===== config.mk =====
export PLATFORM = sky130hd
export DESIGN_NAME = alu_op_scheduler
export DESIGN_NICKNAME = d
export VERILOG_FILES = /design/src/rtl/alu_sched_pkg.sv /design/src/rtl/rr_arb2.sv /design/src/rtl/alu_op_scheduler.sv
export SDC_FILE = /design/constraint.sdc
export NUM_CORES = 1
export LEC_CHECK = 0
export ABC_CLOCK_PERIOD_IN_PS = 5400
export CAP_MARGIN = 25
export CELL_PAD_IN_SITES_DETAIL_PLACEMENT = 1
export CELL_PAD_IN_SITES_GLOBAL_PLACEMENT = 1
export CORE_MARGIN = 4
export CORE_UTILIZATION = 39
export DETAILED_ROUTE_END_ITERATION = 6
export PLACE_DENSITY_LB_ADDON = 0.1
export SLEW_MARGIN = 30
export SYNTH_ARGS = -nofsm -noshare
export SYNTH_HDL_FRONTEND = slang
export SYNTH_SLANG_ARGS = --single-unit

===== constraint.sdc =====
create_clock -name clk -period 5.4 [get_ports clk]
set_clock_uncertainty 0.2 [all_clocks]
set_input_delay 1.08 -clock clk [delete_from_list [all_inputs] [get_ports clk]]
set_output_delay 1.08 -clock clk [all_outputs]
set_load 0.02 [all_outputs]

===== src/rtl/alu_sched_pkg.sv =====
// Shared types and constants for the ALU operation scheduler.
package alu_sched_pkg;

  typedef enum logic [2:0] {
    StIdle,
    StClr,
    StStart,
    StHold,
    StWait,
    StCapt
  } state_e;

  localparam logic [1:0] OP_ADD = 2'b00;
  localparam logic [1:0] OP_SUB = 2'b01;
  localparam logic [1:0] OP_MUL = 2'b10;
  localparam logic [1:0] OP_DIV = 2'b11;

  localparam int unsigned DEFAULT_TIMEOUT = 64;
  localparam int unsigned DEFAULT_CNT_W   = 8;

  // During WAIT the ALU expects the M operand zero-extended on the input bus.
  function automatic logic [15:0] m_operand(input logic [7:0] opm);
    return {8'h00, opm};
  endfunction

endpackage


===== src/rtl/rr_arb2.sv =====
// Two-input round-robin arbiter; the pointer flips to the other port on every grant.
module rr_arb2 (
  input  logic       clk,
  input  logic       rst_n,
  input  logic [1:0] req,
  input  logic       advance,
  output logic [1:0] gnt
);

  logic ptr_q;

  always_comb begin
    gnt = req;
    if (req == 2'b11) begin
      gnt = ptr_q ? 2'b10 : 2'b01;
    end
  end

  always_ff @(posedge clk or negedge rst_n) begin
    if (!rst_n) begin
      ptr_q <= 1'b0;
    end else if (advance) begin
      ptr_q <= gnt[0];
    end
  end

endmodule


===== src/rtl/alu_op_scheduler.sv =====
// Shares one multi-cycle ALU between two requesters: arbitrates, replays the
// ALU load protocol, waits for finish with a timeout and returns the result.
module alu_op_scheduler
  import alu_sched_pkg::*;
#(
  parameter int unsigned TIMEOUT = DEFAULT_TIMEOUT,
  parameter int unsigned CNT_W   = DEFAULT_CNT_W
) (
  input  logic        clk,
  input  logic        rst_n,
  input  logic        req0,
  input  logic        req1,
  input  logic [1:0]  sel0,
  input  logic [1:0]  sel1,
  input  logic [15:0] opa0,
  input  logic [15:0] opa1,
  input  logic [7:0]  opm0,
  input  logic [7:0]  opm1,
  output logic        gnt0,
  output logic        gnt1,
  output logic        done0,
  output logic        done1,
  output logic [15:0] result,
  output logic        err,
  output logic        busy,
  output logic        alu_rst,
  output logic        alu_start,
  output logic [1:0]  alu_sel,
  output logic [15:0] alu_inbus,
  input  logic [15:0] alu_outbus,
  input  logic        alu_finish
);

  state_e            state_q;
  logic              port_q;
  logic [1:0]        sel_q;
  logic [15:0]       opa_q;
  logic [7:0]        opm_q;
  logic [CNT_W-1:0]  cnt_q;

  logic [1:0] arb_req;
  logic [1:0] arb_gnt;
  logic       grant_win;
  logic       arb_adv;
  logic       wait_exit;

  // A grant may be issued from IDLE, or on the CAPT->IDLE edge so that a
  // waiting port is granted in the first IDLE cycle. In CAPT the port just
  // served is masked: its request may legally still be high from the old op.
  always_comb begin
    arb_req   = {req1, req0};
    grant_win = 1'b0;
    if (state_q == StIdle) begin
      grant_win = !(gnt0 || gnt1);
    end else if (state_q == StCapt) begin
      grant_win = 1'b1;
      arb_req   = {req1, req0} & (port_q ? 2'b01 : 2'b10);
    end
    arb_adv   = grant_win && (arb_gnt != 2'b00);
    wait_exit = alu_finish || (cnt_q == CNT_W'(TIMEOUT - 1));
  end

  rr_arb2 u_arb (
    .clk     (clk),
    .rst_n   (rst_n),
    .req     (arb_req),
    .advance (arb_adv),
    .gnt     (arb_gnt)
  );

  always_ff @(posedge clk or negedge rst_n) begin
    if (!rst_n) begin
      state_q   <= StIdle;
      port_q    <= 1'b0;
      sel_q     <= 2'b00;
      opa_q     <= '0;
      opm_q     <= '0;
      cnt_q     <= '0;
      gnt0      <= 1'b0;
      gnt1      <= 1'b0;
      done0     <= 1'b0;
      done1     <= 1'b0;
      result    <= '0;
      err       <= 1'b0;
      busy      <= 1'b0;
      alu_rst   <= 1'b1;
      alu_start <= 1'b0;
      alu_sel   <= 2'b00;
      alu_inbus <= '0;
    end else begin
      gnt0      <= 1'b0;
      gnt1      <= 1'b0;
      done0     <= 1'b0;
      done1     <= 1'b0;
      alu_rst   <= 1'b0;
      alu_start <= 1'b0;

      if (arb_adv) begin
        gnt0   <= arb_gnt[0];
        gnt1   <= arb_gnt[1];
        port_q <= arb_gnt[1];
        sel_q  <= arb_gnt[1] ? sel1 : sel0;
        opa_q  <= arb_gnt[1] ? opa1 : opa0;
        opm_q  <= arb_gnt[1] ? opm1 : opm0;
      end

      unique case (state_q)
        StIdle: begin
          if (gnt0 || gnt1) begin
            state_q <= StClr;
            alu_rst <= 1'b1;
            busy    <= 1'b1;
          end
        end
        StClr: begin
          state_q   <= StStart;
          alu_start <= 1'b1;
          alu_sel   <= sel_q;
          alu_inbus <= opa_q;
        end
        StStart: begin
          state_q   <= StHold;
          alu_inbus <= opa_q;
        end
        StHold: begin
          state_q   <= StWait;
          cnt_q     <= '0;
          alu_inbus <= m_operand(opm_q);
        end
        StWait: begin
          if (wait_exit) begin
            state_q   <= StCapt;
            alu_inbus <= '0;
            err       <= !alu_finish;
            result    <= alu_finish ? alu_outbus : 16'h0000;
            done0     <= !port_q;
            done1     <= port_q;
          end else begin
            cnt_q <= cnt_q + CNT_W'(1);
          end
        end
        StCapt: begin
          state_q <= StIdle;
          busy    <= 1'b0;
        end
        default: begin
          state_q <= StIdle;
          busy    <= 1'b0;
        end
      endcase
    end
  end

endmodule


Yosys cells after proc, flatten, opt, wreduce, memory -nomap -nowiden. Cells that the tools add are included. Widths: inputs -> output; s select.

Flip-flop bits (word level): 81. Output and inout port bits: 42. Word-level logic and storage cells: 77.

$add $sub $neg: 1. Eq/ne operators: 10. Mux-type cells: 29. Bitwise gates (word level): 2. Reductions and logical operators: 17.

Operators with widths (count): $mux 16 (3); $pmux 16 s3 (1); $mux 8 (2); $pmux 8 s2 (1); $pmux 3 s5 (1); $mux 1 (12); $mux 2 (6); $reduce_and 2->1 (5); $add 8x1->8 const B (1); $eq 8x6->1 const B (1); $eq 3x2->1 const B (2); $eq 3x3->1 const B (2); $mux 3 (2); $ne 2x2->1 const B (2); $reduce_bool 2->1 (2); $reduce_or 4->1 (1); $eq 3x1->1 const B (1); $logic_not 1->1 (3); $logic_not 3->1 (1); $reduce_bool 3->1 (1); $and 2x2->2 (1); $eq 2x2->1 const B (1); $logic_or 1x1->1 (2); $ne 2x1->1 const B (1); 4 further kinds (4).

Longest topological paths before layout.
Depth after elaboration: 9. Gate-level depth with buffers: 7.

By module. From an unflattened synthesis, not the netlist that was laid out.

Cells, all modules: 321. Area total of the unflattened synthesis: 3711.1 um2.

Modules (own cells, without submodules): alu_op_scheduler (instances 1, cells an instance 316, area an instance 3648.5 um2); rr_arb2 (instances 1, cells an instance 5, area an instance 62.6 um2).

Least setup slack after synthesis. OpenSTA, ideal clock, no wires.

Path kind: input to register. From: input req0. To: register opa_q[10]. Data arrival time: 2598 ps. Required time: 5075 ps. Setup slack: 2477 ps. Stages: 5. Buffers on the path: 1. Cell sequence: inv_1 > o311ai_2 > buf_2 > mux2_2 > mux2_2.

Word-level cells in the longest chain between the ends: 7. Elaborated cells on any way between the ends: 8. Classes of those cells: 1 x eq/ne; 4 x mux; 1 x bitwise; 2 x reduce/logical.

RTL lines: start, declared (RTL line alu_op_scheduler.sv:11) `input logic req0,`; $and 2x2->2 (RTL line alu_op_scheduler.sv:57) `arb_req = {req1, req0} & (port_q ? 2'b01 : 2'b10);`; $mux 2 (RTL line alu_op_scheduler.sv:55) `end else if (state_q == StCapt) begin`; $mux 2 * (RTL line alu_op_scheduler.sv:53) `if (state_q == StIdle) begin`; $eq 2x2->1 (RTL line rr_arb2.sv:14) `if (req == 2'b11) begin`; $mux 2 * (RTL line rr_arb2.sv:14); $reduce_bool 2->1 (RTL line alu_op_scheduler.sv:59) `arb_adv = grant_win && (arb_gnt != 2'b00);`; $logic_and 1x1->1 (RTL line alu_op_scheduler.sv:59); end signal, assigned (RTL line alu_op_scheduler.sv:103) `opa_q <= arb_gnt[1] ? opa1 : opa0;`; end, declared (RTL line alu_op_scheduler.sv:37) `logic [15:0] opa_q;`.

Mark *: on every way between the ends. The rest lies on a longest branch, timed or not. A chain may end at the register's enable or synchronous reset.

Worst setup path in the final report.
From: input req0. To: register opa_q[2].

The elaborated chain is that of the path after synthesis.

==> results summary <==
The run finished with clean final reports. The part of the cycle the worst path needs is 0.591. The required time at the worst-slack endpoint is 5.43 ns. Cell internal power was estimated by the tool at about 1.9 mW. The portion of total power attributed to the clock network came out at 0.166. The number of detailed-routing iterations run before antenna repair is 4.

The total wirelength of the detailed-routed design is 9250 um. Across the run, the number of max-cap violations was 0. During placement, the flow inserted port buffers numbering about 110.

The tree is rooted in a sky130_fd_sc_hd__clkbuf_8. The worst hold path belongs to the class flip-flop to flip-flop. The reported net switching power came out at 0.993 mW. The time the worst path needs with I/O delays and setup is about 3.2 ns. In the global route stage, overall resource usage came out at 0.174. The detailed-placement wirelength estimate came out at approximately 6600 um.

For this run, the register share of the synthesized area comes to 0.555. The number of nets in the layout is around 460. The aggregate negative setup slack came out at 0 ns.

The clock net in this run drives a total of a little over 80 sinks. The worst-case clock buffer depth is 2. The first global-routing pass estimated 15300 um of wire. The floorplan has 35 rows.

The initial antenna violation count is 0. After clock tree synthesis, the clock-pin slew on the worst setup and hold paths is about 0.08 ns. Summed over all layers, the global routing overflow is 0. The number of hold violations in the final report is 0. The floorplan die area came out at 11000 um2. The finished layout holds 505 standard cells, fillers aside.

The area of the core came out at 9200 um2. The number of clock buffers added by TritonCTS is 9. The worst-case setup slack after placement came out at ~1.8 ns. After synthesis the netlist holds a flip-flop and latch count of 81. The Yosys step of the flow raised 0 warnings. The total number of vias came out at 2693.

The number of vias per cell came out at 5.33. TritonCTS built the clock tree. The maximum ir drop on the vdd rail came out at 0.201 mV. The first routing iteration left 79 violations. Synthesis produced a netlist with a net count of 352. Setup violations remaining at the end of the flow were counted as 0. In this run the vertical extent of the chip is approximately 100 um. The number of hold buffers added after CTS was 0. The maximum level of the CTS H-tree is 3. The post-cts resize count is 0. The kind of critical path is input port to flip-flop. The final routed DRC violation total is 0. The detail route stage leaves a number of antenna-violating nets equal to 0. Summed over all cells, the static leakage comes to 2.17 nW. The relative area change from synthesis to final layout is 39.6%. The repair_antennas step left the layout with diodes totalling 0.

The total count of max-transition violations in the final report is 0. The area of the mapped netlist came out at 3660 um2. The peak fanout along the critical path is 17. The number of distinct library cells after synthesis came out at 41. The setup slack of the critical path after layout is around 2.2 ns. For this run, the top clock speed supported by timing is 0.313 GHz. The minimum setup slack among reg-to-reg paths is 2.54 ns. In this run the post-CTS setup repair buffer count came out at 0. The headroom to the max-slew limit came out at 0.481. The number of global-route vias before repair is between 2000 and 3000. A synthesized cell averages 13.2 um2. At the end of routability-driven placement, the weighted congestion stood at 0.713. Setup repair after global routing left no endpoint under its margin. STA classifies the critical path endpoint as a flip-flop. The die is about 100 um wide. Data on the critical path arrives at its endpoint at 3.22 ns. The combinational power share came out at 0.459. The maximum number of pins on one net before global-route repair came out at 82. The measured slew at the worst slew-check pin is 0.776 ns.

The number of cells produced by synthesis is approximately 280. The sequential power share is 0.375. After filler insertion, the fill cell instance count of the layout stands at 964.

The net switching share of the total power came out at 0.349. In the final layout, the share of cells above drive strength 1 is 0.223. After detailed routing, the average wire length per cell comes to 18.3 um. 115 I/O pins were placed. The worst setup path is launched from an input port. The final design utilization is 0.555. The effective utilization at floorplan is 0.398. Final hold analysis gives a worst-case slack of 0.291 ns. The cell count after placement is ~490. The later pin in the worst-skew pair is clocked with a latency of 0.34 ns. The total power density per cell area is 558 nW/um2.
==> worst paths after layout <==
kind,from,end,cells past startpoint
hold reg to reg,alu_inbus[15]$_DFFE_PN0P_,alu_inbus[15]$_DFFE_PN0P_,1
setup reg to reg,state_q[2]$_DFFE_PN0P_,opa_q[2]$_DFFE_PN0P_,5
max in group asynchronous,rst_n,opm_q[7]$_DFFE_PN0P_,1
min in group asynchronous,rst_n,cnt_q[4]$_DFFE_PN0P_,1
setup / recovery,req0,opa_q[2]$_DFFE_PN0P_,6
hold / removal,alu_inbus[15]$_DFFE_PN0P_,alu_inbus[15]$_DFFE_PN0P_,1
==> cell families after synthesis <==
logic type | after synthesis | synth area share
fa+ha+maj | 1 | 0.00342
xor+xnor | 2 | 0.00479
buf+inv | 21 | 0.0270
mux | 62 | 0.191
simple gates | 55 | 0.0979
flops | 81 | 0.555
compound gates | 56 | 0.121
==> worst max-delay path: stages <==
cell and delay, ns:
sky130_fd_sc_hd__clkdlybuf4s50_1 0.48, sky130_fd_sc_hd__inv_1 0.08, sky130_fd_sc_hd__o311ai_4 0.57, sky130_fd_sc_hd__buf_4 0.38, sky130_fd_sc_hd__mux2_2 0.37, sky130_fd_sc_hd__mux2_2 0.27
==> flip-flops by register name, indices dropped and copies added (netlist names) <==
signal / count
alu_start: 1
alu_rst: 1
cnt_q: 8
gnt1: 1
opm_q: 8
sel_q: 2
opa_q: 16
done1: 1
result: 16
u_arb.ptr_q: 1
port_q: 1
alu_sel: 2
alu_inbus: 16
gnt0: 1
err: 1
done0: 1
busy: 1
state_q: 3
==> stage by stage <==
step,area [um2],power (mW)
detailed placement,4890,2.40
global placement,4880,2.35
global route,5110,3.04
floorplan,3660,1.87
finish,5110,2.85
CTS,5100,2.89
==> power by group through the flow <==
stage,Combinational [mW],Clock [mW],Sequential (mW)
2_1_floorplan,0.686,0,1.19
3_3_place_gp,1.29,0,1.07
3_5_place_dp,1.32,0,1.08
4_1_cts,1.33,0.488,1.07
5_1_grt,1.41,0.518,1.11
6_report,1.31,0.472,1.07
==> metal layers <==
| layer | part of all wire | wire (um) | global-route usage |
|---|---|---|---|
| met5 | 0 | 0 | 0 |
| met4 | 0.014 | 133 | 0.0590 |
| met3 | 0.046 | 425 | 0.0358 |
| met2 | 0.53 | 4910 | 0.309 |
| met1 | 0.41 | 3780 | 0.210 |
==> area by class of cell <==
cell class / count / area (um2) / area share
Sequential cell: 81 / 2030 / 0.397
Multi-Input combinational cell: 176 / 1550 / 0.304
Timing Repair Buffer: 116 / 1160 / 0.227
Tap cell: 111 / 139 / 0.0272
Clock buffer: 10 / 128 / 0.0250
Clock inverter: 6 / 82.6 / 0.0162
Inverter: 5 / 18.8 / 0.00368
==> synthesized netlist by cell type <==
cell type	number	area, um2
sky130_fd_sc_hd__a211oi_1	1	7.51
sky130_fd_sc_hd__mux2_2	62	698
sky130_fd_sc_hd__nor4b_1	9	78.8
sky130_fd_sc_hd__nand4_1	1	6.26
sky130_fd_sc_hd__buf_1	1	3.75
sky130_fd_sc_hd__and2_1	2	12.5
sky130_fd_sc_hd__buf_6	2	22.5
sky130_fd_sc_hd__and3_1	1	6.26
sky130_fd_sc_hd__dfrtp_1	80	2000
sky130_fd_sc_hd__nor3b_1	1	7.51
sky130_fd_sc_hd__o211ai_1	5	37.5
sky130_fd_sc_hd__ha_1	1	12.5
sky130_fd_sc_hd__nand4b_1	1	8.76
sky130_fd_sc_hd__nand3_1	5	25.0
sky130_fd_sc_hd__nor3_4	1	16.3
sky130_fd_sc_hd__nand3b_1	1	7.51
sky130_fd_sc_hd__dfstp_2	1	26.3
sky130_fd_sc_hd__a21oi_1	4	20.0
sky130_fd_sc_hd__nor2_1	10	37.5
sky130_fd_sc_hd__or4b_1	1	10.0
sky130_fd_sc_hd__o21ba_2	1	10.0
sky130_fd_sc_hd__buf_2	4	20.0
sky130_fd_sc_hd__nor4_1	2	12.5
sky130_fd_sc_hd__xnor2_1	2	17.5
sky130_fd_sc_hd__and4b_1	1	10.0
sky130_fd_sc_hd__a2111oi_0	1	8.76
sky130_fd_sc_hd__nor2_2	1	6.26
sky130_fd_sc_hd__and3b_1	2	17.5
sky130_fd_sc_hd__clkbuf_1	9	33.8
sky130_fd_sc_hd__a21o_1	11	82.6
sky130_fd_sc_hd__a22o_1	24	210
sky130_fd_sc_hd__inv_1	5	18.8
sky130_fd_sc_hd__o21bai_1	3	22.5
sky130_fd_sc_hd__o22ai_1	1	6.26
sky130_fd_sc_hd__nand2_1	9	33.8
sky130_fd_sc_hd__o21ai_0	3	15.0
sky130_fd_sc_hd__or4_1	5	37.5
sky130_fd_sc_hd__nand4bb_1	1	11.3
sky130_fd_sc_hd__nor3b_2	1	12.5
sky130_fd_sc_hd__o21a_1	1	7.51
sky130_fd_sc_hd__o311ai_2	1	16.3
==> cells in the final DEF (no fill, tap or decap), drive strengths merged, types with 2 or more instances in the layout <==
cell type	Yosys	final
clkdlybuf4s50	0	113
dfrtp	80	80
mux2	62	62
a22o	24	24
a21o	11	11
nor2	11	11
clkbuf	9	10
nand2	9	9
nor4b	9	9
inv	5	5
nand3	5	5
or4	5	5
o211ai	5	5
a21oi	4	4
o21ai	3	3
o21bai	3	3
clkinv	0	3
buf	7	3
and2	2	2
nor4	2	2
xnor2	2	2
bufinv	0	2
nor3b	2	2
and3b	2	2
Power figures use the tool's default switching activity.
